<file path="src/rtl/apb_requester.sv">
// APB initiator: accepts single read/write commands and runs SETUP/ACCESS transfers,
// returning read data or a timeout error on a one-cycle response pulse.
module apb_requester #(
  parameter int unsigned ADDr_WIDTH  = 8,
  parameter int unsigned Data_WIDTH  = 32,
  parameter int unsigned pSTRB_WIDTH = Data_WIDTH / 8,
  parameter int unsigned TIMEOUT     = 16
) (
  input  logic                   pclk,
  input  logic                   prst,
  input  logic                   cmd_valid,
  output logic                   cmd_ready,
  input  logic                   cmd_write,
  input  logic [ADDr_WIDTH-1:0]  cmd_addr,
  input  logic [Data_WIDTH-1:0]  cmd_wdata,
  input  logic [pSTRB_WIDTH-1:0] cmd_strb,
  output logic                   rsp_valid,
  output logic [Data_WIDTH-1:0]  rsp_rdata,
  output logic                   rsp_err,
  output logic                   psel,
  output logic                   penable,
  output logic                   pWRITE,
  output logic [ADDr_WIDTH-1:0]  pADDr,
  output logic [Data_WIDTH-1:0]  pWDATA,
  output logic [pSTRB_WIDTH-1:0] pSTRB,
  input  logic                   pREADY,
  input  logic [Data_WIDTH-1:0]  pRDATA
);

  localparam int unsigned CntW = (TIMEOUT > 0) ? $clog2(TIMEOUT + 1) : 1;

  typedef enum logic [1:0] {StIdle, StSetup, StAccess} state_e;

  state_e                 state_q, state_d;
  logic [CntW-1:0]        cnt_q, cnt_d;
  logic                   psel_q, psel_d;
  logic                   penable_q, penable_d;
  logic                   pwrite_q, pwrite_d;
  logic [ADDr_WIDTH-1:0]  paddr_q, paddr_d;
  logic [Data_WIDTH-1:0]  pwdata_q, pwdata_d;
  logic [pSTRB_WIDTH-1:0] pstrb_q, pstrb_d;
  logic                   rsp_valid_q, rsp_valid_d;
  logic [Data_WIDTH-1:0]  rsp_rdata_q, rsp_rdata_d;
  logic                   rsp_err_q, rsp_err_d;

  logic                   accept;
  logic                   timed_out;
  logic [Data_WIDTH-1:0]  load_wdata;
  logic [pSTRB_WIDTH-1:0] load_strb;

  assign cmd_ready = (state_q == StIdle) || ((state_q == StAccess) && pREADY);
  assign accept    = cmd_valid && cmd_ready;
  assign timed_out = (TIMEOUT != 0) && (cnt_q == CntW'(TIMEOUT - 1));

  // Reads keep the previous write data on the bus and drive no strobes.
  assign load_wdata = cmd_write ? cmd_wdata : pwdata_q;
  assign load_strb  = cmd_write ? cmd_strb : '0;

  always_comb begin
    state_d     = state_q;
    cnt_d       = cnt_q;
    psel_d      = psel_q;
    penable_d   = penable_q;
    pwrite_d    = pwrite_q;
    paddr_d     = paddr_q;
    pwdata_d    = pwdata_q;
    pstrb_d     = pstrb_q;
    rsp_valid_d = 1'b0;
    rsp_rdata_d = rsp_rdata_q;
    rsp_err_d   = rsp_err_q;

    unique case (state_q)
      StIdle: begin
        if (accept) begin
          state_d   = StSetup;
          cnt_d     = '0;
          psel_d    = 1'b1;
          penable_d = 1'b0;
          pwrite_d  = cmd_write;
          paddr_d   = cmd_addr;
          pwdata_d  = load_wdata;
          pstrb_d   = load_strb;
        end
      end
      StSetup: begin
        state_d   = StAccess;
        penable_d = 1'b1;
      end
      StAccess: begin
        if (pREADY) begin
          rsp_valid_d = 1'b1;
          rsp_err_d   = 1'b0;
          rsp_rdata_d = pwrite_q ? '0 : pRDATA;
          if (accept) begin
            state_d   = StSetup;
            cnt_d     = '0;
            psel_d    = 1'b1;
            penable_d = 1'b0;
            pwrite_d  = cmd_write;
            paddr_d   = cmd_addr;
            pwdata_d  = load_wdata;
            pstrb_d   = load_strb;
          end else begin
            state_d   = StIdle;
            psel_d    = 1'b0;
            penable_d = 1'b0;
          end
        end else if (timed_out) begin
          state_d     = StIdle;
          psel_d      = 1'b0;
          penable_d   = 1'b0;
          rsp_valid_d = 1'b1;
          rsp_err_d   = 1'b1;
          rsp_rdata_d = '0;
        end else begin
          cnt_d = cnt_q + 1'b1;
        end
      end
      default: state_d = StIdle;
    endcase
  end

  always_ff @(posedge pclk or posedge prst) begin
    if (prst) begin
      state_q     <= StIdle;
      cnt_q       <= '0;
      psel_q      <= 1'b0;
      penable_q   <= 1'b0;
      pwrite_q    <= 1'b0;
      paddr_q     <= '0;
      pwdata_q    <= '0;
      pstrb_q     <= '0;
      rsp_valid_q <= 1'b0;
      rsp_rdata_q <= '0;
      rsp_err_q   <= 1'b0;
    end else begin
      state_q     <= state_d;
      cnt_q       <= cnt_d;
      psel_q      <= psel_d;
      penable_q   <= penable_d;
      pwrite_q    <= pwrite_d;
      paddr_q     <= paddr_d;
      pwdata_q    <= pwdata_d;
      pstrb_q     <= pstrb_d;
      rsp_valid_q <= rsp_valid_d;
      rsp_rdata_q <= rsp_rdata_d;
      rsp_err_q   <= rsp_err_d;
    end
  end

  assign psel      = psel_q;
  assign penable   = penable_q;
  assign pWRITE    = pwrite_q;
  assign pADDr     = paddr_q;
  assign pWDATA    = pwdata_q;
  assign pSTRB     = pstrb_q;
  assign rsp_valid = rsp_valid_q;
  assign rsp_rdata = rsp_rdata_q;
  assign rsp_err   = rsp_err_q;

endmodule

</file>
<file path="config.mk">
export PLATFORM = sky130hd
export DESIGN_NAME = apb_requester
export DESIGN_NICKNAME = d
export VERILOG_FILES = /design/src/rtl/apb_requester.sv
export SDC_FILE = /design/constraint.sdc
export NUM_CORES = 1
export LEC_CHECK = 0
export CAP_MARGIN = 20
export CORE_MARGIN = 2
export CORE_UTILIZATION = 28
export CTS_CLUSTER_SIZE = 40
export DETAILED_ROUTE_END_ITERATION = 8
export PLACE_DENSITY_LB_ADDON = 0.15
export SLEW_MARGIN = 20
export SYNTH_ARGS = -nofsm -noshare
export SYNTH_HDL_FRONTEND = slang
export SYNTH_SLANG_ARGS = --single-unit
</file>
<file path="constraint.sdc">
create_clock -name pclk -period 2.7 [get_ports pclk]
set_clock_uncertainty 0.05 [all_clocks]
set_input_delay 0.27 -clock pclk [delete_from_list [all_inputs] [get_ports pclk]]
set_output_delay 0.27 -clock pclk [all_outputs]
set_load 0.005 [all_outputs]
</file>
==> flow_summary.ini, run 1 <==
[run_status]
status = complete, no violations

[logic_synthesis]
postSynthCellCount = 224
avgSynthCellArea_um2 = 15.04
syn_nets = 307
syn_area_um2 = 3369
synthDistinctLibCells = 33
synth_warnings = 0
yosysSeqAreaShare = 0.6535
postSynthRegisterBits = 88

[cts]
cts_root_buf = clkbuf_16
cts_buffer_depth = 2
cts.clk_slew.worst_paths_ns = 0.06
cts_setup_buffers = 0
cts_tree = built
cts.repair.resized = 0
cts_htree_levels = 3
clkSinkCount = 88
clkLatencyLatePin_ns = 0.33
cts_buffers = 9
cts_hold_buf = 0

[job]
drv_cap = 0

[min_path]
hold_path.class = in -> async

[detailed_routing]
drtIter0Drc = 74
routed_wirelength_um = 8074
avgRoutedWirePerCell_um = 14.90
drcViolationCount = 0
viasPerCell = 4.579
vias = 2482
ant_nets = 0
dr.pass1.iters = 4

[global_routing]
use_met2 = 0.2020
grt_most_used_layer = met2
grt_pass1_vias = 2563
antenna_found_initial = 0
use_met1 = 0.1561
grt_max_degree = 37
gr-usage-met3 = 0.03241
overflow = 0
grt.total_usage = 0.1271
grt_pass1_wl_um = 12680

[power_and_ir_drop]
p_leak_nw = 2.322
p_per_area_nw_per_um2 = 857.4
ir_worst_vdd_v = 0.0003022
power.total_mw = 4.670

[sta]
fin_ws_ns = 0.4319
max_freq_mhz = 440.9
finalCritPeriodShare = 0.8400
setup_viol = 0
max-slew-margin-rel = 0.5216
hold_viol_final = 0
min_period_ns = 2.268
worstMarginPinSlew_ns = 0.7161
drv_slew = 0
rsz0062_at_grt = no
setup_tns_ns = 0

[placed_design]
gp_congestion = 0.6878
portBuffers = 162
pre_cts_slack_ns = 0.4603
dpl.hpwl_um = 5959
dp_cells = 527

[layout]
diodes = 0
final_common_cell = clkdlybuf4s50_1
layout.cells.non_filler = 542
area_growth_pct = 61.64
nNetsFinal = 474
layout_common_cells = clkdlybuf4s50_1, dfrtp_1, mux2_1
drive_above_1_share = 0.07848

[setup_path]
cp-start-kind = flip-flop
cp_cell_sequence = nor2b_1 > nor2_1 > clkdlybuf4s50_1
cpMaxStageDelayCell = nor2b_1
critPathLaunch = state_q[1]
cp.arrival_ns = 1.95
critPathMaxFanout = 11
max_stage_delay_ns = 0.61
crit_path_end_kind = output pin
timing.rr.start = cnt_q[0]
critical_path_required_ns = 2.38
setup.worst_path.class = reg -> out

[floorplanning]
rows = 40
die_h_um = 113.7
core_um2 = 11860
start_util = 0.2841
die_w_um = 113.7
dieArea_um2 = 12930
ioPinCount = 163
## worst max-delay path, delay by kind of cell, from the launching register on
| kind | cells | cell delay, ns |
|---|---|---|
| buffers and inverters | 1 | 0.48 |
| DFF | 1 | 0.41 |
| and+or+nand+nor | 2 | 0.73 |
## cells by family (layout without fill, tap and decap cells)
| logic type | count (synthesis) | after routing | synth area share |
|---|---|---|---|
| compound gates | 52 | 52 | 0.1222 |
| fa+ha+maj | 2 | 2 | 0.007425 |
| buf+inv | 17 | 188 | 0.02673 |
| flops | 88 | 88 | 0.6535 |
| mux | 41 | 41 | 0.1370 |
| simple gates | 24 | 24 | 0.05310 |
## Yosys cell counts, drive strengths merged
cell | number | share of area
mux2 | 41 | 0.14
a211o | 2 | 0.0052
clkbuf | 3 | 0.0033
o31ai | 4 | 0.0089
and3 | 1 | 0.0019
o2bb2ai | 1 | 0.0026
nand2 | 6 | 0.0067
nor3b | 1 | 0.0037
or4b | 1 | 0.0041
nor4bb | 1 | 0.0030
and3b | 1 | 0.0026
dfrtp | 88 | 0.65
nor4b | 1 | 0.0045
nor2 | 2 | 0.0045
nor2b | 3 | 0.0063
a22o | 33 | 0.086
o21ai | 7 | 0.012
inv | 4 | 0.0045
a21o | 1 | 0.0022
nor3 | 1 | 0.0030
a21oi | 4 | 0.0059
ha | 2 | 0.0074
buf | 10 | 0.019
nand3 | 2 | 0.0045
nand2b | 3 | 0.0056
and4b | 1 | 0.0030
## metal layers
metal | up-vias | part of all wire
li1 | 1157 | -
met1 | 1217 | 0.42
met2 | 91 | 0.49
met3 | 17 | 0.065
met4 | 0 | 0.029
met5 | - | 0
## state kept, by name, indices dropped and copies added (netlist names), 2 cells and up
signal	cells
cnt_q	5
pADDr	8
pSTRB	4
pWDATA	32
rsp_rdata	32
state_q	2
## final timing paths
check                                 to  slack, ns  cells after the start
min in group pclk                   psel       0.43                      1
max in group asynchronous  rsp_rdata[29]       1.65                      3
max reg2reg                     cnt_q[3]       0.63                      6
min                        rsp_rdata[17]       0.24                      2
max                            cmd_ready       0.43                      3
min reg2reg                         psel       0.43                      1
## area by class of cell
cell class                 instances  area, um^2
tap                              147       183.9
sequential                        88        2202
clock buffer                      15       267.8
multi-input combinational        119        1077
inverter                           4       16.27
fill                            1099        6415
timing repair buffer             169        1699
## stage by stage
stage | utilization | hold slack [ns] | area [um^2]
floorplan | - | 0.3517 | 3369
global placement | 0.4366 | 0.4105 | 5179
detailed placement | 0.4366 | 0.4198 | 5179
CTS | 0.4592 | 0.2489 | 5446
global route | 0.4592 | 0.2739 | 5446
finish | 0.4592 | 0.2351 | 5446
## where the power goes
group | switching, mW | total (mW) | internal [mW]
logic | 0.457 | 1.56 | 1.10
clock network | 0.464 | 1.13 | 0.670
registers | 0.229 | 1.98 | 1.75
total | 1.15 | 4.67 | 3.52
(Power assumes the default switching activity.)
==> inputs of run 2 (changes only) <==
- clock period: 2.7 -> 2.2 ns (I/O delays scaled with it)
==> run 2 against run 1 <==
  * Clock power up 49%
  * Non-clock buffer count down 1
  * First-iteration DRC count up 50%
  * Worst hold slack better by 0.078 ns
  * Register-to-register slack worse by 0.47 ns
==> flow_summary.ini, run 2 (synthesis results as in run 1) <==
[layout]
layout.cells.non_filler = 542
design_area_um2 = 5527
drive_above_1_share = 0.08861
final_common_cell = clkdlybuf4s50_1
nNetsFinal = 473
area_growth_pct = 64.02
layout_common_cells = clkdlybuf4s50_1, dfrtp_1, mux2_1
diodes = 0

[power_and_ir_drop]
power.total_mw = 6.029
p_leak_nw = 2.360
p_per_area_nw_per_um2 = 1091
ir_worst_vdd_v = 0.0004180

[global_routing]
grt_pass1_vias = 2574
grt.total_usage = 0.1296
overflow = 0
grt_max_degree = 89
antenna_found_initial = 0
grt_pass1_wl_um = 13100

[cts]
cts_tree = built
cts.clk_slew.worst_paths_ns = 0.06
cts.repair.resized = 0
cts_buffer_depth = 2
clkSinkCount = 88
cts_hold_buf = 0
cts_buffers = 9
cts_setup_buffers = 0
cts_htree_levels = 3
clkLatencyLatePin_ns = 0.33
cts_root_buf = clkbuf_16

[setup_path]
critPathLaunch = cnt_q[0]
timing.rr.start = cnt_q[0]
critPathMaxFanout = 4
cp_cell_sequence = ha_1 > and3_1 > ha_1 > or4b_4 > nor3b_2 > a211o_1
crit_path_end_kind = flip-flop
setup.worst_path.class = reg -> reg
crit_top_cell = ha_1
rrSetupSlack_ns = 0.16
max_stage_delay_ns = 0.55
cp.arrival_ns = 2.26
cp-start-kind = flip-flop
cpMaxStageDelayCell = or4b_4
critical_path_required_ns = 2.42

[placed_design]
gp_congestion = 0.7884
dp_cells = 526
dpl_cell_area_um2 = 5186
pre_cts_slack_ns = 0.1339
dpl.hpwl_um = 5605
portBuffers = 162

[sta]
hold_viol_final = 0
finalCritPeriodShare = 0.9251
setup_tns_ns = 0
setup_viol = 0
min_period_ns = 2.035
max-slew-margin-rel = 0.6792
fin_ws_ns = 0.1647
worstMarginPinSlew_ns = 0.4813
rsz0062_at_grt = no
max_freq_mhz = 491.3
drv_slew = 0

[floorplanning]
die_w_um = 113.7
start_util = 0.2841
ioPinCount = 163
rows = 40
die_h_um = 113.7
dieArea_um2 = 12930
core_um2 = 11860

[min_path]
hold_path.class = in -> async

[detailed_routing]
routed_wirelength_um = 8117
drtIter0Drc = 111
viasPerCell = 4.585
ant_nets = 0
drcViolationCount = 0
avgRoutedWirePerCell_um = 14.98
dr.pass1.iters = 4
vias = 2485

[job]
drv_cap = 0

[run_status]
status = complete, no violations
==> run 2: changes by cell type in the layout (fill, tap and decap cells not counted), sizes merged <==
cell      change
clkbuf        -4
buf           -1
clkinv        +2
bufinv        +2
clkinvlp      +1
==> run 2: worst max-delay path, delay by kind of cell (launching register included) <==
kind                     cells  cell delay, ns
AO/OA/AOI/OAI                1            0.11
AND/OR/NAND/NOR              3            0.93
adder cells (fa/ha/maj)      2            0.48
flip-flops                   1            0.40
==> run 2: power breakdown <==
part | internal, mW | total (mW) | switching [mW] | leakage, nW
logic | 1.36 | 1.92 | 0.559 | 1.10
registers | 2.14 | 2.43 | 0.282 | 1.09
clock network | 1.06 | 1.68 | 0.627 | 0.165
total | 4.56 | 6.03 | 1.47 | 2.36
==> run 2: routing by layer <==
layer  global-route usage  up-vias  wire (um)  share of wire
met5                    0        -          0              0
met4              0.07398        0        209          0.026
met3              0.02604       13        426          0.052
met2               0.2084       79       4033           0.50
met1               0.1632     1238       3447           0.42
li1                     -     1155          -              -
==> run 2: path summary, 6_finish.rpt <==
| kind | end | cells after the start |
|---|---|---|
| setup / recovery | cnt_q[2] | 6 |
| setup reg to reg | cnt_q[2] | 6 |
| min in group pclk | pSTRB[1] | 3 |
| hold reg to reg | pWDATA[10] | 1 |
| max in group asynchronous | pWDATA[31] | 3 |
| hold / removal | pWDATA[19] | 3 |
==> run 2: through the flow <==
stage	hold WS (ns)	utilization
after floorplan	0.3017	-
after global placement	0.4215	0.4372
after detailed placement	0.4287	0.4372
after CTS	0.3404	0.4652
after global routing	0.3716	0.4659
final	0.3128	0.4659
==> run 2: layout make-up <==
type | count | area (um^2)
tap | 147 | 183.9
fill | 1125 | 6335
timing repair buffer | 168 | 1704
inverter | 4 | 18.77
clock buffer | 11 | 252.7
sequential | 88 | 2202
clock inverter | 5 | 78.83
multi-input combinational | 119 | 1086
==> inputs of run 3 (changes only) <==
==> constraint.sdc (replaced) <==
create_clock -name pclk -period 1.9 [get_ports pclk]
set_clock_uncertainty 0.05 [all_clocks]
set_input_delay 0.19 -clock pclk [delete_from_list [all_inputs] [get_ports pclk]]
set_output_delay 0.19 -clock pclk [all_outputs]
set_load 0.05 [all_outputs]
==> run 3 against run 2 <==
  * Flip-flop and latch count stayed put
  * Register-to-register slack worse by 0.08 ns
  * Highest routed layer unchanged
  * Core utilization up 1.0 points
  * Cell area up 2.2%
  * Sequential power grew 15%
  * Sequential share of layout area fell by 0.87 points
  * Clock power rose by 27%
  * Worst hold slack worse by 0.13 ns
  * Combinational power rose by 130%
  * First-iteration DRC count increased by 2.7%
  * Setup slack got worse by 0.093 ns
==> flow_summary.ini, run 3 (synthesis results as in run 1) <==
[power_and_ir_drop]
power.total_mw = 9.300
ir_worst_vdd_v = 0.0007214
p_per_area_nw_per_um2 = 1646
p_leak_nw = 2.417

[setup_path]
critical_path_required_ns = 1.66
crit_path_end_kind = output pin
setup.worst_path.class = reg -> out
cp-start-kind = flip-flop
max_stage_delay_ns = 0.85
cp.arrival_ns = 1.59
cp_cell_sequence = clkdlybuf4s50_1
critPathMaxFanout = 3
rrSetupSlack_ns = 0.08
cp.depth = 1
cpMaxStageDelayCell = clkdlybuf4s50_1
ff2ff_path_depth = 6
cp.buffers_inverters = 1
crit_family = buffers and inverters

[min_path]
hold_path.class = in -> async

[sta]
max_freq_mhz = 547.0
finalCritPeriodShare = 0.9623
hold_viol_final = 0
max-slew-margin-rel = 0.6393
fin_ws_ns = 0.07171
whs_ns = 0.1854
rsz0062_at_grt = no
setup_tns_ns = 0
worstMarginPinSlew_ns = 0.5394
drv_slew = 0
min_period_ns = 1.828
setup_viol = 0

[placed_design]
gp_congestion = 0.7888
dp_cells = 536
pre_cts_slack_ns = -0.02361
dpl.hpwl_um = 5940
portBuffers = 162

[cts]
cts_buffers = 9
clkLatencyLatePin_ns = 0.34
cts_htree_levels = 3
cts_hold_buf = 0
cts.clk_slew.worst_paths_ns = 0.06
cts_root_buf = clkbuf_16
clkSinkCount = 88
cts_buffer_depth = 2
cts_tree = built

[floorplanning]
start_util = 0.2841
rows = 40
die_w_um = 113.7
ioPinCount = 163
die_h_um = 113.7
dieArea_um2 = 12930
core_um2 = 11860

[global_routing]
grt.total_usage = 0.1343
grt_max_degree = 37
grt_pass1_vias = 2536
antenna_found_initial = 0
overflow = 0
grt_pass1_wl_um = 13120

[detailed_routing]
vias = 2523
dr.pass1.iters = 2
avgRoutedWirePerCell_um = 14.95
ant_nets = 0
drcViolationCount = 0
viasPerCell = 4.579
drtIter0Drc = 114
routed_wirelength_um = 8240

[layout]
diodes = 0
seq_area_um2 = 2202
area_growth_pct = 67.69
multi_input_area_um2 = 1101
nFillCells = 1078
layout.cells.non_filler = 551
layout_common_cells = clkdlybuf4s50_1, dfrtp_1, mux2_1
final_common_cell = clkdlybuf4s50_1
drive_above_1_share = 0.1238
nNetsFinal = 483

[run_status]
status = complete, no violations

[job]
drv_cap = 0
## run 3: changes by cell type in the layout (fill, tap and decap cells not counted), sizes merged
cell / change
clkinv: -2
clkbuf: -2
clkinvlp: +1
bufinv: +2
clkdlybuf4s50: -2
buf: +12
## run 3: power breakdown
group          internal [mW]  total (mW)  switching, mW  leakage, nW
clock                   1.41        2.14          0.727        0.171
combinational           1.61        4.36           2.76         1.16
sequential              2.48        2.80          0.318         1.09
## run 3: worst reg2reg max path, delay by kind of cell, from the launching register on
family	cells	cell delay [ns]
simple gates	3	0.87
flops	1	0.38
compound gates	1	0.11
fa+ha+maj	2	0.35
## run 3: final timing paths
| kind | from | end |
|---|---|---|
| min in group pclk | cmd_strb[2] | pSTRB[2] |
| worst max register to register | cnt_q[1] | cnt_q[2] |
| max in group asynchronous | prst | rsp_rdata[26] |
| worst min-delay path | prst | pWDATA[15] |
| worst min register to register | pADDr[7] | pADDr[7] |
| worst max-delay path | pWRITE | pWRITE |
## run 3: repair_timing
action	CTS	global route
setup endpoints to repair	2	2
pin swaps	5	1
buffers inserted	0	0
gates resized for setup	4	1
## run 3: per-stage QoR
stage / area, um^2 / util
2_1_floorplan: 3373 / -
3_3_place_gp: 5269 / 0.4442
3_5_place_dp: 5269 / 0.4442
4_1_cts: 5647 / 0.4761
5_1_grt: 5650 / 0.4764
6_report: 5650 / 0.4764
## run 3: metal layers
metal / global-route usage / vias up / wire, um
met3: 0.03932 / 16 / 467
li1: - / 1175 / -
met2: 0.2144 / 77 / 4119
met1: 0.1585 / 1255 / 3394
met4: 0.08699 / 0 / 259
met5: 0 / - / 0
## run 3: layout make-up
class,instances,area share
inverter,4,0.003322
multi-input combinational,119,0.1949
sequential,88,0.3897
clock inverter,6,0.02347
tap,147,0.03255
timing repair buffer,178,0.3162
clock buffer,9,0.03986
